### src/rtl/uart_reg_responder.sv
// uart_reg_responder: turns UART FIFO byte traffic into register bus accesses.
// Optional inter-byte abort: define UART_RESP_TIMEOUT_EN (response 0x54).
module uart_reg_responder #(
    parameter int DBIT           = 8,
    parameter int AW             = 8,
    parameter int TIMEOUT_CYCLES = 1000000
) (
    input  logic            clk,
    input  logic            rst,
    input  logic [DBIT-1:0] r_data,
    input  logic            rx_empty,
    output logic            rd_uart,
    output logic [DBIT-1:0] w_data,
    input  logic            tx_full,
    output logic            wr_uart,
    output logic [AW-1:0]   reg_addr,
    output logic [DBIT-1:0] reg_wdata,
    output logic            reg_we,
    output logic            reg_re,
    input  logic [DBIT-1:0] reg_rdata,
    output logic            busy
);

    localparam logic [DBIT-1:0] OP_WR   = DBIT'(8'h57);
    localparam logic [DBIT-1:0] OP_RD   = DBIT'(8'h52);
    localparam logic [DBIT-1:0] RSP_ACK = DBIT'(8'h4B);
    localparam logic [DBIT-1:0] RSP_ERR = DBIT'(8'h3F);
    localparam logic [DBIT-1:0] RSP_TMO = DBIT'(8'h54);

    if (AW > DBIT || TIMEOUT_CYCLES < 2) begin : g_bad_cfg
        $error("uart_reg_responder: need AW <= DBIT and TIMEOUT_CYCLES >= 2");
    end

    typedef enum logic [2:0] {
        S_IDLE,
        S_POP,
        S_CAPTURE,
        S_WRITE,
        S_READ,
        S_READ_CAP,
        S_RESP
    } state_t;

    state_t          r_state;
    logic [1:0]      r_idx;
    logic [DBIT-1:0] r_op;

    state_t          w_state_n;
    logic [1:0]      w_idx_n;
    logic [DBIT-1:0] w_op_n;
    logic [AW-1:0]   w_addr_n;
    logic [DBIT-1:0] w_wdata_n;
    logic [DBIT-1:0] w_resp_n;
    logic            w_rd_n;
    logic            w_wr_n;
    logic            w_we_n;
    logic            w_re_n;
    logic            w_tmo;

`ifdef UART_RESP_TIMEOUT_EN
    localparam int CW = $clog2(TIMEOUT_CYCLES);

    logic [CW-1:0] r_cnt;

    assign w_tmo = (r_state == S_POP) && (r_idx != 2'd0) && rx_empty &&
                   (r_cnt == CW'(TIMEOUT_CYCLES - 1));

    // Inter-byte timer: restarts on every capture, runs only while starved mid-command.
    always_ff @(posedge clk or posedge rst) begin
        if (rst) begin
            r_cnt <= '0;
        end else if (r_state == S_CAPTURE) begin
            r_cnt <= '0;
        end else if (r_state == S_POP && r_idx != 2'd0 && rx_empty) begin
            r_cnt <= r_cnt + CW'(1);
        end
    end
`else
    assign w_tmo = 1'b0;
`endif

    // Next-state and next-output logic; all outputs are registered below.
    always_comb begin
        w_state_n = r_state;
        w_idx_n   = r_idx;
        w_op_n    = r_op;
        w_addr_n  = reg_addr;
        w_wdata_n = reg_wdata;
        w_resp_n  = w_data;
        w_rd_n    = 1'b0;
        w_wr_n    = 1'b0;
        w_we_n    = 1'b0;
        w_re_n    = 1'b0;
        unique case (r_state)
            S_IDLE: begin
                if (!rx_empty) begin
                    w_state_n = S_CAPTURE;
                    w_rd_n    = 1'b1;
                end
            end
            S_POP: begin
                if (!rx_empty) begin
                    w_state_n = S_CAPTURE;
                    w_rd_n    = 1'b1;
                end else if (w_tmo) begin
                    w_state_n = S_RESP;
                    w_resp_n  = RSP_TMO;
                end
            end
            // First cycle has the pop strobe high; the byte arrives the cycle after.
            S_CAPTURE: begin
                if (!rd_uart) begin
                    w_idx_n = r_idx + 2'd1;
                    unique case (r_idx)
                        2'd0: begin
                            w_op_n = r_data;
                            if (r_data == OP_WR || r_data == OP_RD) begin
                                w_state_n = S_POP;
                            end else begin
                                w_state_n = S_RESP;
                                w_resp_n  = RSP_ERR;
                            end
                        end
                        2'd1: begin
                            w_addr_n = r_data[AW-1:0];
                            if (r_op == OP_RD) begin
                                w_state_n = S_READ;
                                w_re_n    = 1'b1;
                            end else begin
                                w_state_n = S_POP;
                            end
                        end
                        default: begin
                            w_wdata_n = r_data;
                            w_state_n = S_WRITE;
                            w_we_n    = 1'b1;
                        end
                    endcase
                end
            end
            S_WRITE: begin
                w_state_n = S_RESP;
                w_resp_n  = RSP_ACK;
            end
            S_READ: begin
                w_state_n = S_READ_CAP;
            end
            S_READ_CAP: begin
                w_state_n = S_RESP;
                w_resp_n  = reg_rdata;
            end
            S_RESP: begin
                if (!tx_full) begin
                    w_state_n = S_IDLE;
                    w_idx_n   = 2'd0;
                    w_wr_n    = 1'b1;
                end
            end
            default: begin
                w_state_n = S_IDLE;
                w_idx_n   = 2'd0;
            end
        endcase
    end

    // State, command slots and registered outputs.
    always_ff @(posedge clk or posedge rst) begin
        if (rst) begin
            r_state   <= S_IDLE;
            r_idx     <= 2'd0;
            r_op      <= '0;
            reg_addr  <= '0;
            reg_wdata <= '0;
            w_data    <= '0;
            rd_uart   <= 1'b0;
            wr_uart   <= 1'b0;
            reg_we    <= 1'b0;
            reg_re    <= 1'b0;
            busy      <= 1'b0;
        end else begin
            r_state   <= w_state_n;
            r_idx     <= w_idx_n;
            r_op      <= w_op_n;
            reg_addr  <= w_addr_n;
            reg_wdata <= w_wdata_n;
            w_data    <= w_resp_n;
            rd_uart   <= w_rd_n;
            wr_uart   <= w_wr_n;
            reg_we    <= w_we_n;
            reg_re    <= w_re_n;
            busy      <= (w_state_n != S_IDLE);
        end
    end

endmodule

### config.mk
export PLATFORM = sky130hd
export DESIGN_NAME = uart_reg_responder
export DESIGN_NICKNAME = d
export VERILOG_FILES = /design/src/rtl/uart_reg_responder.sv
export SDC_FILE = /design/constraint.sdc
export NUM_CORES = 1
export LEC_CHECK = 0
export BUFFER_PORTS_ARGS = -buffer_cell sky130_fd_sc_hd__buf_2
export CORE_MARGIN = 10
export CORE_UTILIZATION = 40
export DETAILED_ROUTE_END_ITERATION = 8
export PLACE_DENSITY = 0.62
export SYNTH_ARGS = -nofsm -noshare
export SYNTH_HDL_FRONTEND = slang
export SYNTH_SLANG_ARGS = --single-unit
### constraint.sdc
create_clock -name clk -period 2.3 [get_ports clk]
set_clock_uncertainty 0.05 [all_clocks]
set_input_delay 0.46 -clock clk [delete_from_list [all_inputs] [get_ports clk]]
set_output_delay 0.46 -clock clk [all_outputs]
set_load 0.05 [all_outputs]
After elaboration in Yosys (flattened, before gate mapping)
Cells that the tools add are included.
Storage, ports and cells
  register bits: 42
  bits in latches: 0
  bits in writable memories: 0
  memory bits (read-only): 0
  word-level logic and storage cells: 68
  memories kept: 0
Operators by class
  add/subtract/negate cells: 1
  $mul: 0
  divide/modulo/power cells: 0
  $lt $le $gt $ge: 0
  equal/unequal tests: 14
  shift-type cells: 0
  muxes and demuxes: 25
  bitwise gates (word level): 3
  reductions and logical operators: 14
Operator list (count)
  $eq A8 B7 Y1 const B: 3
  $mux W8: 3
  $pmux W8 S3: 1
  $mux W3: 5
  $pmux W3 S5: 1
  $reduce_and A3 Y1: 4
  $mux W1: 11
  $eq A3 B3 Y1 const B: 3
  $eq A3 B2 Y1 const B: 2
  $ne A2 B2 Y1 const B: 3
  $pmux W2 S3: 1
  $pmux W3 S2: 1
  $reduce_bool A3 Y1: 2
  $reduce_or A2 Y1: 3
  $reduce_or A5 Y1: 1
  $mux W2: 2
  $reduce_and A4 Y1: 1
  $eq A3 B1 Y1 const B: 1
  $logic_not A3 Y1: 1
  $not A1 Y1: 3
  $add A2 B1 Y2 const B: 1
  $eq A2 B1 Y1 const B: 1
  $logic_not A2 Y1: 1
  $ne A2 B1 Y1 const B: 1
  $logic_or A1 B1 Y1: 1

Longest topological paths before layout
Gate-level depths: netlist (run 1).
  depth after elaboration: 7
  depth in mapped cells: 7

Worst setup path after synthesis (run 1)
OpenSTA, ideal clock, no wires.
  path type: register to register
  start: register rd_uart
  end: register reg_addr[0]
  setup time: 0.125 ns
  arrival time: 1.616 ns
  required time: 2.125 ns
  setup slack: 0.509 ns
  cell stages (with the launch flop): 4
  buffers on the path: 0
  period minus slack after synthesis: 1.791 ns
  cells stage by stage: dfrtp_1 > nor4b_4 > nand2_2 > mux2_2
Between the ends
  word-level cells in the longest chain between the ends: 2
RTL lines
  start, declared: RTL line 12  | output logic rd_uart,
  start signal, assigned: RTL line 187  | rd_uart <= w_rd_n;
  $not A1 Y1 (no source line)
  $reduce_and A3 Y1 (no source line)
  end signal, assigned: RTL line 184  | reg_addr <= w_addr_n;
  end, declared: RTL line 16  | output logic [AW-1:0] reg_addr,
Every way passes these cells.
A chain may end at the register's enable or synchronous reset.

Final worst setup path (run 1)
  start: register r_state[0]
  end: register reg_addr[7]
Between the ends
  word-level cells in the longest chain between the ends: 2
RTL lines
  start, declared: RTL line 44  | state_t r_state;
  start signal, assigned: RTL line 181  | r_state <= w_state_n;
  $eq A3 B2 Y1: RTL line 94  | unique case (r_state)
  $reduce_and A3 Y1 (no source line)
Every way passes these cells.

==> run summary, run 1 <==
The relative contribution of combinational cells to total power is 55.3%. In this run, post-CTS repair resized a total of 0 instances. The most used flip-flop cell after synthesis is dfrtp_1.

The count of nets left with antenna violations once routing finished came out at 0. The via count of the first global-routing pass came out at 1431. The leftover overflow at the end of global routing came out at 0. The area growth from synthesis to layout is 19.8%. Hold timing on the final database bottoms out at a slack of 0.239 ns. The run finished with clean final reports. Dividing the detail-routed via count by the number of cells gives 5.42.

The peak fanout along the critical path was 14; the clock latency of the later-clocked register in the worst-skew pair was 0.29 ns. For this run, design rule violations remaining after detail routing come to 0. The buffer depth of the longest clock path is 2. The first global-routing pass estimated 6.98 mm of wire.

In this run the worst hold path is classified as in2async. Total of max-cap violations: 0. The die height came out at 88.8 µm. The initial utilization of the core area, before any placement, comes to 42.3%.

In this run the static leakage power is 1.07 nW. TritonCTS built the clock tree. The cell sitting at the root of the clock tree is a clkbuf_8. CTS saw 42 sinks.

The run gives 0 ns as the sum of negative setup slack. Setup repair after global routing left no endpoint under its margin. The post-route clock period utilization was 82.8%. The core region is 4470 µm². The repair_antennas step left the layout with diodes totalling 0.

For this design the top-level I/O count stands at 49. After legalization and detailed placement, the total HPWL measured 3.23 mm. Static timing analysis puts the maximum clock frequency at 525 MHz. Setup violations remaining at the end of the flow were counted as 0. The data required time of the critical path came out at 2.42 ns.

The run gives 0 as the number of antenna violations at the first check in global routing. The tools report the number of hold violations in the final report as 0. The first routing iteration left 79 violations. The register-to-register setup slack is 0.40 ns. The share of flip-flops with an asynchronous set or reset works out to 100%. The number of post-CTS setup repair buffers is 0, and the global-route usage over all layers is 11.4%. The final max-slew violation count came out at 0.

By area the synthesized netlist is led by dfrtp_1 (56%), mux2_2 (14%), a22o_1 (1.9%), o21ai_0 (1.6%), nand2_1 (1.6%). The die boundary width is 88.8 µm. The fraction of post-synthesis cell area in the top cell type by area was 55.6%. The count of warnings emitted by yosys is 0.

The final route contains 1388 vias. Registers are responsible for 33.4% of the overall power. Counting flops and latches in the post-synthesis netlist gives 42.

Synthesis handed over a netlist of 152 instances. For the remaining max-slew budget at the tightest pin, the log shows 51.0%. The count of input and output buffers is 48. Per report_power, the clock group accounts for 11.3% of the total.

The launching element type of the critical path is a flip-flop. Data on the critical path arrives at its endpoint at 2.03 ns. Summed over all layers, the routed wires come to 4.26 mm. Routability-driven placement finished with a final weighted congestion of 0.756. The post-CTS clock slew at the launch and capture registers of the worst setup and hold paths was 0.07 ns. The finished cells cover 2260 µm².

dfrtp_1 takes more of the synthesized area than any other cell. The H-tree depth reported by CTS is 2. Before antenna repair, the detailed router went through 4 iterations.

The combined area of the multi-input logic cells was 779 µm²; the number of distinct library cell variants in the gate-level netlist after synthesis was 38. For the flip-flop and latch area, the log shows 1050 µm². In this run the power spent charging and discharging nets is 1.88 mW.

At the pin with the least slew margin, the transition time is 0.728 ns. The hold-fix buffer count after cts was 0; the net count of the finished layout was 226. In this run the cell area measured after placement is 2180 µm². The worst setup path is captured at a flip-flop.

Counting the fill cells in the layout gives 419. Row generation in the floorplan step produced 24 rows. IR analysis of the VDD net gives a maximum drop of 0.930 mV.

The maximum number of pins on one net before global-route repair came out at 43. Worst setup path startpoint: r_state[0]. The power per cell area is 1720 nW/µm², and the net count after synthesis is 174.

Sequential elements use 55.6% of the synthesized area. The worst flop-to-flop path startpoint is r_state[0]. The post-route netlist has 43.1% of its cells at a drive strength greater than 1. Net switching is 48.4% of the power. The average instance in the mapped netlist occupies 12.4 µm². Summing every instance area after synthesis gives 1890 µm².

Clock tree synthesis inserted a total of 5 buffers. After detailed routing, the average wire length per cell comes to 16.6 µm. Subtracting the final worst setup slack from the clock period gives 1.90 ns.

The run gives 2.00 mW as the cell-internal power. The worst setup path is of the reg2reg kind. The die covers 7880 µm². The number of enable flip-flop cells after synthesis was 0.
[sequential cells by signal (all words and copies together), names as in the netlist, 2 cells and up]
signal	count
reg_addr	8
reg_wdata	8
r_idx	2
w_data	8
r_state	3
r_op	8
[metal layers]
| layer | wire length [µm] | global-route usage [%] | part of all wire [%] | vias to the layer above |
|---|---|---|---|---|
| met4 | 72 | 4.55 | 1.7 | 0 |
| met2 | 2180 | 18.7 | 51 | 51 |
| met1 | 1730 | 13.0 | 41 | 672 |
| met3 | 273 | 4.60 | 6.4 | 10 |
| li1 | - | - | - | 655 |
| met5 | 0 | 0 | 0 | - |
[final timing paths]
kind | cells past startpoint | to
worst max-delay path | 3 | reg_addr[7]
worst min-delay path | 3 | reg_we
worst max register to register | 3 | reg_addr[7]
worst min register to register | 1 | reg_addr[3]
max in group asynchronous | 3 | reg_wdata[5]
min in group clk | 2 | wr_uart
[cells in the final DEF (no fill, tap or decap), types with 2 or more instances in the layout]
| cell type | n |
|---|---|
| buf_2 | 48 |
| dfrtp_1 | 42 |
| mux2_2 | 24 |
| nand2_1 | 8 |
| inv_1 | 7 |
| o21ai_0 | 6 |
| nor2_1 | 5 |
| clkbuf_8 | 5 |
| nand2b_1 | 4 |
| o22ai_1 | 4 |
| a22o_1 | 4 |
| a21oi_1 | 4 |
| a2bb2oi_1 | 3 |
| nor2b_1 | 3 |
| a22oi_1 | 3 |
| nor3_1 | 3 |
| nand3_1 | 3 |
| buf_4 | 3 |
| nand2_2 | 2 |
| nand4_1 | 2 |
| ha_1 | 2 |
[power groups by stage]
stage | clock network (mW) | registers [mW] | logic, mW
final | 0.439 | 1.30 | 2.15
after floorplan | 0 | 2.06 | 0.924
after global routing | 0.483 | 1.35 | 2.30
after detailed placement | 0 | 1.31 | 2.17
after global placement | 0 | 1.29 | 2.12
after CTS | 0.461 | 1.30 | 2.17
[critical path, cell delays in order, from the launching register on]
cell	delay, ns
dfrtp_1	0.53
nor4b_4	0.59
nand2_2	0.28
mux2_2	0.34
[layout make-up]
class                      instances  area share [%]
sequential                        42            46.4
multi-input combinational         97            34.4
timing repair buffer              51            11.6
clock buffer                       6            3.20
tap                               52            2.87
inverter                           7            1.16
clock inverter                     1           0.331
[cells by family after synthesis]
group,after synthesis,synth area share [%]
AOI/OAI and AO/OA,31,12.5
xor gates and xnor gates,1,0.463
adders and majority gates,2,1.32
buffers and inverters,13,3.18
DFF,42,55.6
muxes,24,14.3
and+or+nand+nor,39,12.6
[metrics by stage]
step	setup WS [ns]	util, %	std cells	total power, mW
final	0.396	50.6	256	3.88
after global routing	0.255	50.6	256	4.14
after CTS	0.388	50.6	256	3.93
after detailed placement	0.407	48.8	249	3.47
after global placement	0.479	48.8	249	3.41
after floorplan	0.509	-	152	2.99
[cells in the mapped netlist (all sizes together), types with 4 or more instances]
library cell and n:
dfrtp 42, mux2 24, nand2 11, inv 7
o21ai 6, nor2 5, a21oi 4, a22o 4
clkbuf 4, nand2b 4, o22ai 4
Note: power is estimated with default switching activity, not from simulation.
==> run 2, diff against run 1 <==
Settings changed: ABC_AREA from default to 1, PLACE_DENSITY 0.62 to 0.63.
Clock period 2.3 ns to 1.9 ns, I/O delays scaled along.
==> run 2 against run 1 <==
  * Worst hold slack lost 0.075 ns
  * Routed wire length increased by 0.45%
  * Synthesized cell count grew 34%
  * Largest power group unchanged
  * Maximum frequency up 14%
  * Sequential share of layout area grew 0.94 points
  * Power is 16% higher
  * Global-route usage increased by 0.42 points
  * Cell area down 2.0%
  * Utilization about the same
==> run summary, run 2 <==
The flow ran to the end, and the final reports show no timing, DRC or antenna violations. The proportion of power drawn by flip-flops and latches came out at 34.3% (was 33.4%). The clock latency of the later-clocked register in the worst-skew pair was 0.29 ns (about the same); the peak fanout along the critical path was 6 (was 14).

The post-CTS clock slew at the launch and capture registers of the worst setup and hold paths was 0.08 ns (was 0.07 ns); the sum of negative setup slack was 0 ns (unchanged). For the count of warnings emitted by yosys, the log shows 0 (unchanged). The logs give 0 (unchanged) for the leftover overflow at the end of global routing and 1518 (was 1431) for the via count of the first global-routing pass. The mean cell area of the mapped netlist was 8.94 µm² (was 12.4 µm²). The logs give 49 (unchanged) for the boundary pin count and 0 (unchanged) for the number of gates resized after CTS.

Counting stages on the worst path, the most repeated cell is nand2_2. The logs give 0 (unchanged) for the number of antenna violations at the first check in global routing and 1.19 mV (was 0.930 mV) for the peak ir drop on the vdd network. The maximum number of pins on one net before global-route repair is 43 (unchanged), and the total of max-cap violations is 0 (unchanged). The global-route wire length before repair is 7.27 mm (was 6.98 mm).

Number of post-CTS setup repair buffers: 0 (unchanged). Net count of the finished layout: 280 (was 226). The tools report the global placer's final weighted congestion as 0.824 (was 0.756).

The number of enable flip-flop cells after synthesis works out to 0 (unchanged). Net count after synthesis: 225 (was 174). For the violation count after the first detailed-route iteration, the log shows 93 (was 79). Worst flop-to-flop path startpoint: r_state[1] (was r_state[0]). The run gives 7630 µm² (was 7880 µm²) as the floorplan die area. The number of vias per cell is 4.69 (was 5.42).

Slowest cell on the critical path: dfrtp_1 (was nor4b_4). Fmax: 596 MHz (was 525 MHz). The most common cell in the synthesized netlist is nand2_1 (was dfrtp_1). The HPWL after detailed placement was 3.27 mm (was 3.23 mm); the number of endpoints failing setup at the final stage was 0 (unchanged).

The number of fillers in the final layout was 449 (was 419). The post-route clock period utilization is 88.2% (was 82.8%), and the share of total power in the clock network is 13.0% (was 11.3%). Count of cells along the worst register-to-register path: 8 (was 3). Gate family responsible for the most delay along the worst path: simple AND/OR/NAND/NOR gates (unchanged). The power per cell area is 2030 nW/µm² (was 1720 nW/µm²). Critical path cell sequence: inv_2, nor3_4, nand2_1, nor2_2, nand2_2, nand2_2, nor2_1, a21oi_2 (was nor4b_4, nand2_2, mux2_2). The data required time of the critical path was 2.07 ns (was 2.42 ns).

Share of post-route cells with drive strength above 1: 30.5% (was 43.1%). The logs give 0 (unchanged) for the number of hold violations in the final report and 65.1% (was 51.0%) for the remaining max-slew budget at the tightest pin. The total net switching power came out at 2.32 mW (was 1.88 mW). The net switching fraction of the power was 51.5% (was 48.4%); the wire length per cell after detailed routing was 13.8 µm (was 16.6 µm).

Most used flip-flop cell after synthesis: dfrtp_1 (unchanged). Number of sinks driven by the clock tree: 42 (unchanged). The iteration count of the initial detailed-routing pass came out at 4 (unchanged). The antenna violation net count after detailed routing is 0 (unchanged), and the H-tree depth reported by CTS is 2 (unchanged). Transition time at the pin with the least slew margin: 0.524 ns (was 0.728 ns).

The tools report the worst slack at placement as 0.227 ns (was 0.407 ns). Most used cells in the layout excluding fill and tap cells: nand2_1 (48), buf_2 (48), dfrtp_1 (42) (was buf_2 (48), dfrtp_1 (42), mux2_2 (24)). The effective utilization at floorplan was 41.4% (was 42.3%). Classification of the worst-slack hold path: in2async (unchanged).

The run gives 5 (unchanged) as the number of buffers created by CTS. Signed area change from the synthesized netlist to the final layout: 22.3% (was 19.8%). TritonCTS built the clock tree.

The tools report the via total after detailed routing as 1458 (was 1388). The count of input and output buffers came out at 48 (unchanged). The endpoint of the worst-slack reg-to-reg timing path was w_data[2] (was reg_addr[7]).

The run gives 203 (was 152) as the post-synthesis cell count. The dominant cell type by area after synthesis was dfrtp_1 (unchanged). The count of standard-cell rows came out at 24 (unchanged). The worst path setup slack after routing was 0.224 ns (was 0.396 ns). The run gives 0 (unchanged) as the final max-slew violation count. The run gives 0.22 ns (was 0.40 ns) as the register-to-register setup slack.

The die boundary width works out to 87.3 µm (was 88.8 µm). The fraction of post-synthesis cell area in the top cell type by area works out to 57.9% (was 55.6%). Launching element type of the critical path: a flip-flop (unchanged). The tools report the kind of end point of the critical path as a flip-flop (unchanged).

The mapped cell area is 1810 µm² (was 1890 µm²), and the count of antenna diodes in the layout is 0 (unchanged). The proportion of synthesized chip area in sequential cells was 57.9% (was 55.6%); the share of flip-flops with an asynchronous set or reset was 100% (unchanged). Leading post-synthesis cells by cell area: dfrtp_1 (58%), nand2_1 (9.9%), o21ai_0 (6.3%), inv_1 (4.8%), nor2_1 (4.8%) (was dfrtp_1 (56%), mux2_2 (14%), a22o_1 (1.9%), o21ai_0 (1.6%), nand2_1 (1.6%)).

The post-layout minimum cycle time was 1.68 ns (was 1.90 ns). The die height came out at 87.3 µm (was 88.8 µm). Top cells by instance count after synthesis: nand2_1 (48), dfrtp_1 (42), inv_1 (23), nor2_1 (23), o21ai_0 (23) (was dfrtp_1 (42), mux2_2 (24), nand2_1 (8), inv_1 (7), o21ai_0 (6)). Cell-internal power: 2.19 mW (was 2.00 mW). The number of synthesized register bits works out to 42 (unchanged).

The run gives 4.28 mm (was 4.26 mm) as the final wirelength. Setup repair after global routing left no endpoint under its margin. The logs give 0 (unchanged) for the DRC violation count after routing and 0 (unchanged) for the hold-fix buffer count after cts. The critical path arrival is 1.85 ns (was 2.03 ns), and the count of buffering cells on the critical path with inverters included is 1 (was 0).

For the leakage dissipation, the log shows 1.17 nW (was 1.07 nW). The area of the core region is 4380 µm² (was 4470 µm²). Clock root buffer master: clkbuf_8 (unchanged).

The tools report the buffer depth of the longest clock path as 2 (unchanged). The biggest cell delay along the critical path is 0.47 ns (was 0.59 ns), and the number of distinct library cell variants in the gate-level netlist after synthesis is 22 (was 38). Relative contribution of combinational cells to total power: 52.7% (was 55.3%). The type of the setup path with the least slack was reg2reg (unchanged). The tools report the global-route usage over all layers as 11.8% (was 11.4%).
[run 2: logic make-up (layout without fill, tap and decap cells)]
| logic type | count (synthesis) | count (layout) | share of synthesized area [%] |
|---|---|---|---|
| mux | 1 | 1 | 0.621 |
| simple gates | 98 | 98 | 24.9 |
| fa+ha+maj | 2 | 2 | 1.38 |
| flops | 42 | 42 | 57.9 |
| compound gates | 29 | 29 | 8.62 |
| buf+inv | 31 | 87 | 6.55 |
[run 2: through the flow]
| stage | utilization (%) | total power, mW | instances | cell area [µm²] | hold WS, ns |
|---|---|---|---|---|---|
| 3_5_place_dp | 48.5 | 3.96 | 303 | 2130 | 0.416 |
| 3_3_place_gp | 48.5 | 3.93 | 303 | 2130 | 0.413 |
| 2_1_floorplan | - | 3.37 | 203 | 1810 | 0.403 |
| 4_1_cts | 50.6 | 4.57 | 311 | 2220 | 0.182 |
| 6_report | 50.6 | 4.51 | 311 | 2220 | 0.163 |
| 5_1_grt | 50.6 | 4.87 | 311 | 2220 | 0.232 |
[run 2: worst max path at each step]
stage	startpoint	to	slack [ns]	depth (start not counted)
after floorplan	r_idx[0]	reg_wdata[1]	0.40	9
after global placement	r_state[2]	w_data[2]	0.23	7
after detailed placement	r_state[2]	w_data[4]	0.23	7
after CTS	r_state[2]	w_data[4]	0.22	7
after global routing	r_state[1]	w_data[3]	0.03	8
final	r_state[1]	w_data[2]	0.22	8
[run 2: metal layers]
| layer | track usage (%) | vias up | share of wire, % |
|---|---|---|---|
| met1 | 14.6 | 673 | 46 |
| met4 | 5.65 | 0 | 1.6 |
| met2 | 18.7 | 30 | 46 |
| met3 | 3.09 | 5 | 5.7 |
| met5 | 0 | - | 0 |
| li1 | - | 750 | - |
[run 2: cell type report]
type                       count  area (µm²)  area share [%]
multi-input combinational    130         644            29.0
sequential                    42        1050            47.4
tap                           52        65.1            2.93
clock buffer                   7        86.3            3.89
timing repair buffer          51         263            11.8
inverter                      28         105            4.74
clock inverter                 1        5.00           0.225
[run 2: worst reg2reg max path, stage by stage (launching register included)]
cell	delay (ns)
dfrtp_1	0.47
inv_2	0.11
nor3_4	0.20
nand2_1	0.13
nor2_2	0.22
nand2_2	0.15
nand2_2	0.14
nor2_1	0.07
a21oi_2	0.09
[run 2: power by group through the flow]
stage	logic, mW	registers [mW]	clock network, mW
after floorplan	0.903	2.47	0
after global placement	2.37	1.55	0
after detailed placement	2.41	1.56	0
after CTS	2.42	1.55	0.608
after global routing	2.63	1.60	0.640
final	2.38	1.54	0.587
==> run 3, diff against run 2 <==
Settings changed: SETUP_SLACK_MARGIN from default to 0.3.
==> run 3 against run 2 <==
  * First-iteration DRC count is 27% higher
  * Global-route usage stayed put
  * Combinational power grew 9.7%
  * Sequential share of layout area shrank 2.5 points
  * Clock-buffer cell count did not move
  * Non-clock buffer count grew 9
  * Critical path depth is 1 higher
  * Maximum frequency is 9.3% higher
  * Clock power about the same
  * Via count grew 1.9%
  * Die area unchanged
  * Highest routed layer unchanged
==> run summary, run 3 (synthesis gave the netlist of run 2 again) <==
The run gives 1.66 ns (was 1.85 ns) as the critical path arrival. Wire length per cell after detailed routing: 13.9 µm (was 13.8 µm). The logs give 0 (unchanged) for the DRC violation count after routing and 4.47 mm (was 4.28 mm) for the final wirelength. The total of max-cap violations came out at 0 (unchanged).

The post-layout minimum cycle time is 1.53 ns (was 1.68 ns). The violation count after the first detailed-route iteration was 118 (was 93). The run gives 0.824 (unchanged) as the global placer's final weighted congestion.

Classification of the worst-slack hold path: in2async (unchanged). Via total after detailed routing: 1485 (was 1458). The final core area utilization was 53.7% (was 50.6%). The count of input and output buffers is 48 (unchanged). Buffer depth of the longest clock path: 2 (unchanged). The number of vias per cell was 4.63 (was 4.69); the H-tree depth reported by CTS was 2 (unchanged). Setup repair after global routing could not meet its margin everywhere.

The clock root buffer master was clkbuf_8 (unchanged). The number of buffers created by CTS came out at 5 (unchanged). The instance count after placement with tap cells included is 303 (unchanged), and the die height is 87.3 µm (unchanged). The leftover overflow at the end of global routing is 0 (unchanged), and the data required time of the critical path is 2.03 ns (was 2.07 ns). The signed area change from the synthesized netlist to the final layout is 29.7% (was 22.3%), and the number of sinks driven by the clock tree is 42 (unchanged). The run gives 0 (unchanged) as the number of antenna violations at the first check in global routing. The type of the setup path with the least slack was reg2reg (unchanged).

The final max-slew violation count was 0 (unchanged). The share of post-route cells with drive strength above 1 was 36.4% (was 30.5%). The tools report the launching element type of the critical path as a flip-flop (unchanged). The post-CTS clock slew at the launch and capture registers of the worst setup and hold paths was 0.08 ns (about the same). Die boundary width: 87.3 µm (unchanged). The antenna violation net count after detailed routing is 0 (unchanged), and the count of standard-cell rows is 24 (unchanged). The via count of the first global-routing pass was 1518 (unchanged).

The logs give 1.19 mV (about the same) for the peak ir drop on the vdd network and 0 ns (unchanged) for the sum of negative setup slack. The logs give 64.8% (was 65.1%) for the remaining max-slew budget at the tightest pin and 11.8% (unchanged) for the global-route usage over all layers. The tools report the boundary pin count as 49 (unchanged). The logs give 0 (unchanged) for the count of antenna diodes in the layout and 7.27 mm (unchanged) for the global-route wire length before repair. The tools report the kind of end point of the critical path as a flip-flop (unchanged). Fmax: 652 MHz (was 596 MHz). The count of placed standard cells in the final layout, fillers left out was 321 (was 311); the effective utilization at floorplan was 41.4% (unchanged). For the worst path setup slack after routing, the log shows 0.366 ns (was 0.224 ns). Number of hold violations in the final report: 0 (unchanged). The run finished with clean final reports. The run gives 1.23 nW (was 1.17 nW) as the leakage dissipation. TritonCTS built the clock tree. The maximum number of pins on one net before global-route repair is 43 (unchanged). The area of the core region is 4380 µm² (unchanged).

The worst slack at placement is 0.227 ns (unchanged). The transition time at the pin with the least slew margin is 0.528 ns (was 0.524 ns). The peak fanout along the critical path was 7 (was 6).

Number of endpoints failing setup at the final stage: 0 (unchanged). The run gives 7630 µm² (unchanged) as the floorplan die area. Most common library cell in the layout ignoring fill and taps: buf_2. The net count of the finished layout was 290 (was 280); the number of fillers in the final layout was 421 (was 449). The tools report the iteration count of the initial detailed-routing pass as 4 (unchanged).

The post-route clock period utilization came out at 80.7% (was 88.2%). The tools report the clock latency of the later-clocked register in the worst-skew pair as 0.29 ns (about the same). The power per cell area is 2020 nW/µm² (was 2030 nW/µm²), and the HPWL after detailed placement is 3.27 mm (unchanged). Most used cells in the layout excluding fill and tap cells: buf_2 (48), nand2_1 (45), dfrtp_1 (39) (was nand2_1 (48), buf_2 (48), dfrtp_1 (42)).
## run 3: cell types whose count changed in the layout (fill, tap and decap cells not counted), sizes merged
| cell | previous run | this run |
|---|---|---|
| clkinv | 1 | 2 |
| buf | 51 | 60 |
## run 3: worst paths after layout
| kind | to | slack [ns] | startpoint | cells after the start |
|---|---|---|---|---|
| max in group asynchronous | r_state[0] | 1.25 | rst | 3 |
| worst min register to register | reg_wdata[0] | 0.43 | reg_wdata[0] | 2 |
| worst max register to register | reg_wdata[5] | 0.37 | r_idx[0] | 9 |
| worst max-delay path | reg_wdata[5] | 0.37 | r_idx[0] | 9 |
| min in group clk | wr_uart | 0.22 | tx_full | 2 |
| worst min-delay path | w_data[3] | 0.16 | rst | 3 |
## run 3: layer usage
layer	track usage [%]	up-vias	share of wire, %
met5	0	-	0
met3	3.09	6	5.5
met4	5.65	0	1.1
li1	-	765	-
met1	14.6	689	46
met2	18.7	25	47
## run 3: per-stage QoR
step | power, mW | instance area, µm² | hold slack [ns]
2_1_floorplan | 3.37 | 1810 | 0.403
3_3_place_gp | 3.93 | 2130 | 0.413
3_5_place_dp | 3.96 | 2130 | 0.416
4_1_cts | 4.59 | 2230 | 0.182
5_1_grt | 5.13 | 2350 | 0.221
6_report | 4.76 | 2350 | 0.163
## run 3: final cells by class
cell class / instances / area, µm² / area share [%]
flip-flops and latches: 42 / 1050 / 44.8
repair buffers: 60 / 334 / 14.2
well taps: 52 / 65.1 / 2.76
clock inverters: 1 / 5.00 / 0.213
repair inverters: 1 / 6.26 / 0.266
clock buffers: 7 / 86.3 / 3.67
multi-input cells: 130 / 687 / 29.2
inverters: 28 / 115 / 4.89
## run 3: timing repair
action                     4_1_cts  5_1_grt
cloned                           0        1
buffers inserted                 0        9
resized for setup                4       18
hold buffers                     0        0
pin swaps                        0        6
setup endpoints to repair        7       24
## run 3: where the power goes
| group | switching (mW) | total, mW | internal (mW) | leakage (nW) |
|---|---|---|---|---|
| combinational | 1.88 | 2.61 | 0.734 | 0.675 |
| clock | 0.296 | 0.590 | 0.293 | 0.0482 |
| sequential | 0.248 | 1.56 | 1.31 | 0.503 |
## run 3: critical path, cell delays in order (launching register included)
cell and delay, ns:
dfrtp_1 0.36, inv_1 0.07, ha_1 0.22, inv_2 0.09, nand2_2 0.08, nor3_4 0.24, buf_6 0.15, inv_4 0.05
nand2_1 0.05, o21ai_0 0.07
